**src/rtl/control_unit.sv**
```systemverilog
// -----------------------------------------------------------------------------
// control_unit
//
// Main instruction decoder for the ID stage of the 5-stage MIPS pipeline.
// Turns opcode/funct plus the ID-stage register-equality result into the
// datapath controls for PC selection, IF squashing, ALU operation, data memory
// and writeback. Decode is purely combinational. The only state is a sticky
// flag that remembers whether an unsupported instruction was ever decoded.
//
// Ports
//   i_clock          in   1  system clock
//   i_reset          in   1  synchronous, active-high; clears the sticky flag
//   i_opcode         in   6  instr[31:26]
//   i_funct          in   6  instr[5:0]
//   i_cmp_rs_rt      in   1  1 when Rs == Rt (ID-stage comparator)
//   o_if_flush       out  1  squash the instruction in IF
//   o_sign_ext       out  1  1 = sign-extend imm16, 0 = zero-extend
//   o_pc_src         out  2  00 PC+4, 01 branch target, 10 jump target, 11 Rs
//   o_no_dest        out  1  no GPR destination (hazard/forwarding ignore)
//   o_alu_ctrl       out  3  000 ADD, 001 SUB, 010 OR, 011 SLT, 100 SLL,
//                            101 MUL, 110 DIV/HI unit, 111 LUI (B<<16)
//   o_alu_src        out  1  1 = immediate operand B, 0 = Rt
//   o_reg_dst        out  1  1 = rd, 0 = rt
//   o_mem_write      out  1  data-memory write
//   o_mem_read       out  1  data-memory read
//   o_reg_write      out  1  GPR writeback
//   o_mem_to_reg     out  1  1 = writeback from memory
//   o_branch         out  1  conditional-branch instruction present
//   o_illegal_instr  out  1  combinational: unsupported opcode/funct
//   o_illegal_seen   out  1  registered sticky copy of o_illegal_instr
// -----------------------------------------------------------------------------
module control_unit (
    input  logic       i_clock,
    input  logic       i_reset,
    input  logic [5:0] i_opcode,
    input  logic [5:0] i_funct,
    input  logic       i_cmp_rs_rt,
    output logic       o_if_flush,
    output logic       o_sign_ext,
    output logic [1:0] o_pc_src,
    output logic       o_no_dest,
    output logic [2:0] o_alu_ctrl,
    output logic       o_alu_src,
    output logic       o_reg_dst,
    output logic       o_mem_write,
    output logic       o_mem_read,
    output logic       o_reg_write,
    output logic       o_mem_to_reg,
    output logic       o_branch,
    output logic       o_illegal_instr,
    output logic       o_illegal_seen
);

    // Opcodes
    localparam logic [5:0] OP_R    = 6'b000000;
    localparam logic [5:0] OP_R2   = 6'b011100;
    localparam logic [5:0] OP_ADDI = 6'b001000;
    localparam logic [5:0] OP_ORI  = 6'b001101;
    localparam logic [5:0] OP_LUI  = 6'b001111;
    localparam logic [5:0] OP_BEQ  = 6'b000100;
    localparam logic [5:0] OP_BNE  = 6'b000101;
    localparam logic [5:0] OP_J    = 6'b000010;
    localparam logic [5:0] OP_JAL  = 6'b000011;
    localparam logic [5:0] OP_LW   = 6'b100011;
    localparam logic [5:0] OP_SW   = 6'b101011;

    // R-type functs
    localparam logic [5:0] FN_ADD  = 6'b100000;
    localparam logic [5:0] FN_SUB  = 6'b100010;
    localparam logic [5:0] FN_SLL  = 6'b000000;
    localparam logic [5:0] FN_DIV  = 6'b011010;
    localparam logic [5:0] FN_MFHI = 6'b010000;
    localparam logic [5:0] FN_SLT  = 6'b101010;
    localparam logic [5:0] FN_JR   = 6'b001000;

    // R2 funct
    localparam logic [5:0] FN_MUL  = 6'b000010;

    // ALU encodings
    localparam logic [2:0] ALU_ADD = 3'b000;
    localparam logic [2:0] ALU_SUB = 3'b001;
    localparam logic [2:0] ALU_OR  = 3'b010;
    localparam logic [2:0] ALU_SLT = 3'b011;
    localparam logic [2:0] ALU_SLL = 3'b100;
    localparam logic [2:0] ALU_MUL = 3'b101;
    localparam logic [2:0] ALU_HI  = 3'b110;
    localparam logic [2:0] ALU_LUI = 3'b111;

    // PC source encodings
    localparam logic [1:0] PC_SEQ  = 2'b00;
    localparam logic [1:0] PC_BR   = 2'b01;
    localparam logic [1:0] PC_JMP  = 2'b10;
    localparam logic [1:0] PC_RS   = 2'b11;

    logic       w_if_flush;
    logic       w_sign_ext;
    logic [1:0] w_pc_src;
    logic       w_no_dest;
    logic [2:0] w_alu_ctrl;
    logic       w_alu_src;
    logic       w_reg_dst;
    logic       w_mem_write;
    logic       w_mem_read;
    logic       w_reg_write;
    logic       w_mem_to_reg;
    logic       w_branch;
    logic       w_illegal;
    logic       w_br_taken;
    logic       r_illegal_seen;

    // Instruction decode: start from the all-zero NOP set, then raise only the
    // controls each instruction needs. Anything unrecognised falls to the
    // illegal set, which has no architectural side effects.
    always_comb begin
        w_if_flush   = 1'b0;
        w_sign_ext   = 1'b0;
        w_pc_src     = PC_SEQ;
        w_no_dest    = 1'b0;
        w_alu_ctrl   = ALU_ADD;
        w_alu_src    = 1'b0;
        w_reg_dst    = 1'b0;
        w_mem_write  = 1'b0;
        w_mem_read   = 1'b0;
        w_reg_write  = 1'b0;
        w_mem_to_reg = 1'b0;
        w_branch     = 1'b0;
        w_illegal    = 1'b0;
        w_br_taken   = 1'b0;

        case (i_opcode)
            OP_R: begin
                case (i_funct)
                    FN_ADD: begin
                        w_reg_dst   = 1'b1;
                        w_reg_write = 1'b1;
                        w_alu_ctrl  = ALU_ADD;
                    end
                    FN_SUB: begin
                        w_reg_dst   = 1'b1;
                        w_reg_write = 1'b1;
                        w_alu_ctrl  = ALU_SUB;
                    end
                    FN_SLT: begin
                        w_reg_dst   = 1'b1;
                        w_reg_write = 1'b1;
                        w_alu_ctrl  = ALU_SLT;
                    end
                    FN_SLL: begin
                        // Shift amount comes from the shamt field, so operand B
                        // stays on Rt.
                        w_reg_dst   = 1'b1;
                        w_reg_write = 1'b1;
                        w_alu_ctrl  = ALU_SLL;
                    end
                    FN_DIV: begin
                        // Divider updates HI/LO internally; no GPR result.
                        w_alu_ctrl  = ALU_HI;
                        w_no_dest   = 1'b1;
                    end
                    FN_MFHI: begin
                        // Same unit as div; RegWrite tells it to return HI.
                        w_alu_ctrl  = ALU_HI;
                        w_reg_dst   = 1'b1;
                        w_reg_write = 1'b1;
                    end
                    FN_JR: begin
                        w_pc_src    = PC_RS;
                        w_if_flush  = 1'b1;
                        w_no_dest   = 1'b1;
                    end
                    default: begin
                        w_no_dest   = 1'b1;
                        w_illegal   = 1'b1;
                    end
                endcase
            end
            OP_R2: begin
                if (i_funct == FN_MUL) begin
                    w_reg_dst   = 1'b1;
                    w_reg_write = 1'b1;
                    w_alu_ctrl  = ALU_MUL;
                end else begin
                    w_no_dest   = 1'b1;
                    w_illegal   = 1'b1;
                end
            end
            OP_ADDI: begin
                w_alu_src   = 1'b1;
                w_sign_ext  = 1'b1;
                w_reg_write = 1'b1;
                w_alu_ctrl  = ALU_ADD;
            end
            OP_ORI: begin
                // Logical immediate: zero-extended.
                w_alu_src   = 1'b1;
                w_reg_write = 1'b1;
                w_alu_ctrl  = ALU_OR;
            end
            OP_LUI: begin
                w_alu_src   = 1'b1;
                w_reg_write = 1'b1;
                w_alu_ctrl  = ALU_LUI;
            end
            OP_LW: begin
                w_alu_src    = 1'b1;
                w_sign_ext   = 1'b1;
                w_mem_read   = 1'b1;
                w_mem_to_reg = 1'b1;
                w_reg_write  = 1'b1;
                w_alu_ctrl   = ALU_ADD;
            end
            OP_SW: begin
                w_alu_src   = 1'b1;
                w_sign_ext  = 1'b1;
                w_mem_write = 1'b1;
                w_no_dest   = 1'b1;
                w_alu_ctrl  = ALU_ADD;
            end
            OP_BEQ, OP_BNE: begin
                // Branches resolve in ID from the register comparator; bne is
                // taken on inequality, beq on equality.
                w_branch   = 1'b1;
                w_sign_ext = 1'b1;
                w_no_dest  = 1'b1;
                w_alu_ctrl = ALU_SUB;
                if (i_opcode == OP_BEQ) begin
                    w_br_taken = i_cmp_rs_rt;
                end else begin
                    w_br_taken = ~i_cmp_rs_rt;
                end
                if (w_br_taken) begin
                    w_pc_src   = PC_BR;
                    w_if_flush = 1'b1;
                end else begin
                    w_pc_src   = PC_SEQ;
                    w_if_flush = 1'b0;
                end
            end
            OP_J: begin
                w_pc_src   = PC_JMP;
                w_if_flush = 1'b1;
                w_no_dest  = 1'b1;
            end
            OP_JAL: begin
                // Datapath forces the link value (PC+8) and destination $31.
                w_pc_src    = PC_JMP;
                w_if_flush  = 1'b1;
                w_reg_write = 1'b1;
            end
            default: begin
                w_no_dest = 1'b1;
                w_illegal = 1'b1;
            end
        endcase
    end

    // Sticky illegal-instruction flag; reset wins over a concurrent illegal.
    always_ff @(posedge i_clock) begin
        if (i_reset) begin
            r_illegal_seen <= 1'b0;
        end else begin
            r_illegal_seen <= r_illegal_seen | w_illegal;
        end
    end

    assign o_if_flush      = w_if_flush;
    assign o_sign_ext      = w_sign_ext;
    assign o_pc_src        = w_pc_src;
    assign o_no_dest       = w_no_dest;
    assign o_alu_ctrl      = w_alu_ctrl;
    assign o_alu_src       = w_alu_src;
    assign o_reg_dst       = w_reg_dst;
    assign o_mem_write     = w_mem_write;
    assign o_mem_read      = w_mem_read;
    assign o_reg_write     = w_reg_write;
    assign o_mem_to_reg    = w_mem_to_reg;
    assign o_branch        = w_branch;
    assign o_illegal_instr = w_illegal;
    assign o_illegal_seen  = r_illegal_seen;

endmodule

```
**config.mk**
```make
export PLATFORM = sky130hd
export DESIGN_NAME = control_unit
export DESIGN_NICKNAME = d
export VERILOG_FILES = /design/src/rtl/control_unit.sv
export SDC_FILE = /design/constraint.sdc
export NUM_CORES = 1
export LEC_CHECK = 0
export CORE_UTILIZATION = 42
export CTS_BUF_LIST = sky130_fd_sc_hd__clkbuf_4
export DETAILED_ROUTE_END_ITERATION = 16
export GPL_ROUTABILITY_DRIVEN = 0
export PLACE_DENSITY = 0.95
export SYNTH_ARGS = -nofsm -noshare
export SYNTH_HDL_FRONTEND = slang
export SYNTH_SLANG_ARGS = --single-unit
```
**constraint.sdc**
```tcl
create_clock -name i_clock -period 5.8 [get_ports i_clock]
set_clock_uncertainty 0.05 [all_clocks]
set_input_delay 1.45 -clock i_clock [delete_from_list [all_inputs] [get_ports i_clock]]
set_output_delay 1.45 -clock i_clock [all_outputs]
set_load 0.01 [all_outputs]
```
[Yosys cells after proc, flatten, opt, wreduce, memory -nomap -nowiden]
Index checks and enable logic that the tools add are counted.
W data, S select, Z words.
Word-level totals
  register bits: 1
  logic and storage cells: 56
  output and inout port bits: 17
  memory bits (read-only): 0
  memories kept: 0
  bits in latches: 0
  RAM bits: 0
  input bits: 15
Operators by class
  equal/unequal tests: 17
  bitwise gates (word level): 2
  $add $sub $neg: 0
  div/mod/pow operators: 0
  reductions and logical operators: 11
  order comparisons: 0
  mux-type cells: 25
  shift operators: 0
  multiply operators: 0
Operators by type and width (number)
  $eq A6 B6 Y1 const B: 5
  $eq A6 B4 Y1 const B: 4
  $reduce_or A5 Y1: 4
  $eq A6 B2 Y1 const B: 3
  $eq A6 B5 Y1 const B: 3
  $mux W1: 15
  $pmux W3 S5: 1
  $eq A6 B3 Y1 const B: 2
  $logic_not A6 Y1: 2
  $pmux W1 S3: 4
  $pmux W3 S4: 1
  $reduce_or A9 Y1: 1
  $reduce_or A7 Y1: 1
  $pmux W2 S3: 1
  $reduce_or A2 Y1: 3
  $mux W3: 1
  $mux W2: 1
  $pmux W1 S2: 1
  $not A1 Y1: 1
  $or A1 B1 Y1: 1

[Depth between registers and ports, before layout]
  word-level depth: 5
  gate-level depth with buffers: 5
  depth with buffers taken out: 4

[Least setup slack after synthesis]
OpenSTA, ideal clock, no wires.
  path kind: input to output
  from: input port i_opcode[5]
  to: output port o_reg_write
  path buffers: 1
  stages on the path: 5
  arrival time: 2603 ps
  slack: 1697 ps
  data required time: 4300 ps
  cell sequence: buf_4 -> or3_4 -> and3b_2 -> nand4_4 -> a31oi_1
Between the ends
  longest elaborated chain between the ends: 3
  elaborated cells between the ends (all ways): 9
  those cells by class: 6 x eq/ne; 1 x mux; 2 x reduce/logical
Ends and longest elaborated chain
  start, declared: line 35  | input logic [5:0] i_opcode,
  $eq A6 B2 Y1, or another cell as far along: line 130  | case (i_opcode)
  $reduce_or A5 Y1 (no source line)
  $pmux W1 S3 (*): line 130
  end, declared: line 47  | output logic o_reg_write,
Every way passes the cells marked *; elsewhere a longest branch is shown, timed or not.

[Worst setup path after layout]
  from: input port i_opcode[5]
  to: output port o_if_flush
Between the ends
  longest elaborated chain between the ends: 5
  elaborated cells between the ends (all ways): 11
  those cells by class: 4 x eq/ne; 4 x mux; 3 x reduce/logical
Ends and longest elaborated chain
  $eq A6 B3 Y1: line 130, 226
  $mux W1: line 226  | if (i_opcode == OP_BEQ) begin
  $mux W1: line 130
  $mux W1: line 231  | if (w_br_taken) begin
  $pmux W1 S3 (*): line 130
  end, declared: line 38  | output logic o_if_flush,
Every way passes the cells marked *; elsewhere a longest branch is shown, timed or not. The select of a mux whose other input is x is not followed.

==> reports/results.txt <==
Worst-Margin Slew = 0.502 ns
die area = 0.00149 mm^2
post-synth cell types = 40
ys async rst share = 0
total grt overflow = 0
Synth Area per Inst = 6.72 um^2
GR Util met2 = 0.400
synthesis-to-layout area growth = 51.4%
hold endpoint = o_illegal_seen
total design power = 0.0000532 W
Detailed Route WL = 1440 um
n_diodes = 0
outcome = complete, no violations
Reg clk slew, reported paths = 0 ns
worst reg-to-reg setup slack = 5.22 ns
Largest register FFs = 1
drt first pass iters = 4
Reg2Reg Capture Point = o_illegal_seen
Peak VDD IR = 0.0000303 V
number of global-route vias before repair = 565
antenna violations before repair = 0
CP Launch Type = input port
Layout fillers = 107
commonest non-fill, non-tap cell in the layout = clkdlybuf4s50_1
Vias/cell = 5.72
clk_lat worst skew = 0 ns
largest net degree at the start of global routing = 16
hold-fix buffer count after cts = 0
core area = 0.00117 mm^2
Ys Warns = 0
Routed wire per std cell = 11.7 um
ys flop type = dfxtp_1
Critical Path End Type = output port
# DRC = 0
layout cells sized above 1 = 0.0734
startpoint of the worst-slack reg-to-reg timing path = o_illegal_seen
global route hottest layer = met2
hpwl dp = 1180 um
critical path type = in -> out
IO Port Bufs = 31
Mapped Area = 564 um^2
Power Dens Cells = 62.3 mW/mm^2
worst-path fanout max = 10
sequential-to-total area share from yosys stat = 0.0355
Iter 0 DRT Violations = 10
gr usage total = 0.194
Die Span Y = 38.7 um
max_slew headroom = 0.661
number of synthesized flops with an enable pin = 0
syn_nets = 99
# setup viols final = 0
Final Cycle Share = 0.879
met3 GRT Util = 0
WHS Path Cells = 2
max-cap violation count = 0
Fin. Hold Viols = 0
Final TNS setup = 0 ns
Starting Density = 0.482
routing usage on met1 = 0.229
antenna-violating nets left = 0
Final min period = 5.10 ns
Fmax = 196 MHz
Mapped Cells = 84
routed vias = 703
Final Slew Violations = 0
RSZ-0062 raised after global routing = no
Die X = 38.7 um
post-CTS setup buffers = 0
first-pass GRT wire length = 2200 um
Site Rows = 12
Worst EP arrival = 3.60 ns
P_leak = 0.302 nW
most frequent cells in the layout = 31 x clkdlybuf4s50_1, 9 x nand2_1, 6 x o21ai_0
nets = 126
Top Ports = 32
Reg2Reg Depth = 2
Hold WC Path Type = reg -> reg
critical path required time = 4.30 ns
cts repair resizes = 0
HP Start = o_illegal_seen
synthesized flop and latch total = 1
critical path, stage by stage:
cell and delay [ns]:
clkdlybuf4s50_1 0.56, or3_4 0.45, and3b_2 0.32, nand4b_1 0.16
o21ai_0 0.11, clkdlybuf4s50_1 0.55
how the worst max path moves through the flow:
stage               slack, ns           to  depth (start not counted)         from
finish                   0.70   o_if_flush                          6  i_opcode[5]
global placement         0.74   o_if_flush                          6  i_opcode[5]
global route             0.49   o_if_flush                          6  i_opcode[2]
detailed placement       0.71  o_reg_write                          6  i_opcode[4]
floorplan                1.70  o_reg_write                          5  i_opcode[5]
CTS                      0.71  o_reg_write                          6  i_opcode[4]
synthesized netlist by cell type (2+ instances only):
| library cell | instances | area [um^2] |
|---|---|---|
| inv_1 | 2 | 7.51 |
| nor2b_1 | 5 | 31.3 |
| a22o_1 | 2 | 17.5 |
| xnor2_1 | 2 | 17.5 |
| nand3_1 | 4 | 20.0 |
| or2b_2 | 2 | 17.5 |
| nand2_1 | 9 | 33.8 |
| nor3b_1 | 2 | 15.0 |
| xor2_1 | 2 | 17.5 |
| o21ai_0 | 6 | 30.0 |
| a31oi_1 | 2 | 12.5 |
| nor3_1 | 3 | 15.0 |
| and2b_1 | 2 | 15.0 |
| a21oi_1 | 5 | 25.0 |
| clkbuf_1 | 3 | 11.3 |
| nor2_1 | 5 | 18.8 |
| nor4b_1 | 2 | 17.5 |
| nand2b_1 | 3 | 18.8 |
| buf_4 | 2 | 15.0 |
cell type report:
type	count	area, um^2	area share
multi-input combinational	75	499	0.584
timing repair buffer	31	310	0.363
sequential	1	20.0	0.0234
tap	14	17.5	0.0205
inverter	2	7.51	0.00878
cell families after synthesis:
| family | after synthesis | share of synthesized area |
|---|---|---|
| compound gates | 26 | 0.317 |
| buf+inv | 8 | 0.0798 |
| simple gates | 45 | 0.506 |
| xor+xnor | 4 | 0.0621 |
| flops | 1 | 0.0355 |
report_power, final:
part | switching (W) | leakage [nW] | internal [W] | total (W)
combinational | 0.0000210 | 0.293 | 0.0000245 | 0.0000455
sequential | 0.000000226 | 0.00843 | 0.00000755 | 0.00000778
clock | 0 | 0 | 0 | 0
total | 0.0000212 | 0.302 | 0.0000320 | 0.0000532
layer usage:
layer | vias to the layer above | wire length, um
li1 | 363 | -
met1 | 316 | 651
met2 | 24 | 717
met3 | 0 | 72
met4 | 0 | 0
met5 | - | 0
metrics by stage:
step | hold WS [ns] | area, um^2 | utilization | instances | setup slack, ns
after global routing | 0.405 | 855 | 0.730 | 123 | 0.485
after detailed placement | 0.400 | 855 | 0.730 | 123 | 0.708
final | 0.395 | 855 | 0.730 | 123 | 0.703
after CTS | 0.401 | 855 | 0.730 | 123 | 0.709
after global placement | 0.390 | 855 | 0.730 | 123 | 0.739
after floorplan | 0.423 | 564 | - | 84 | 1.70
(Power assumes the default switching activity.)
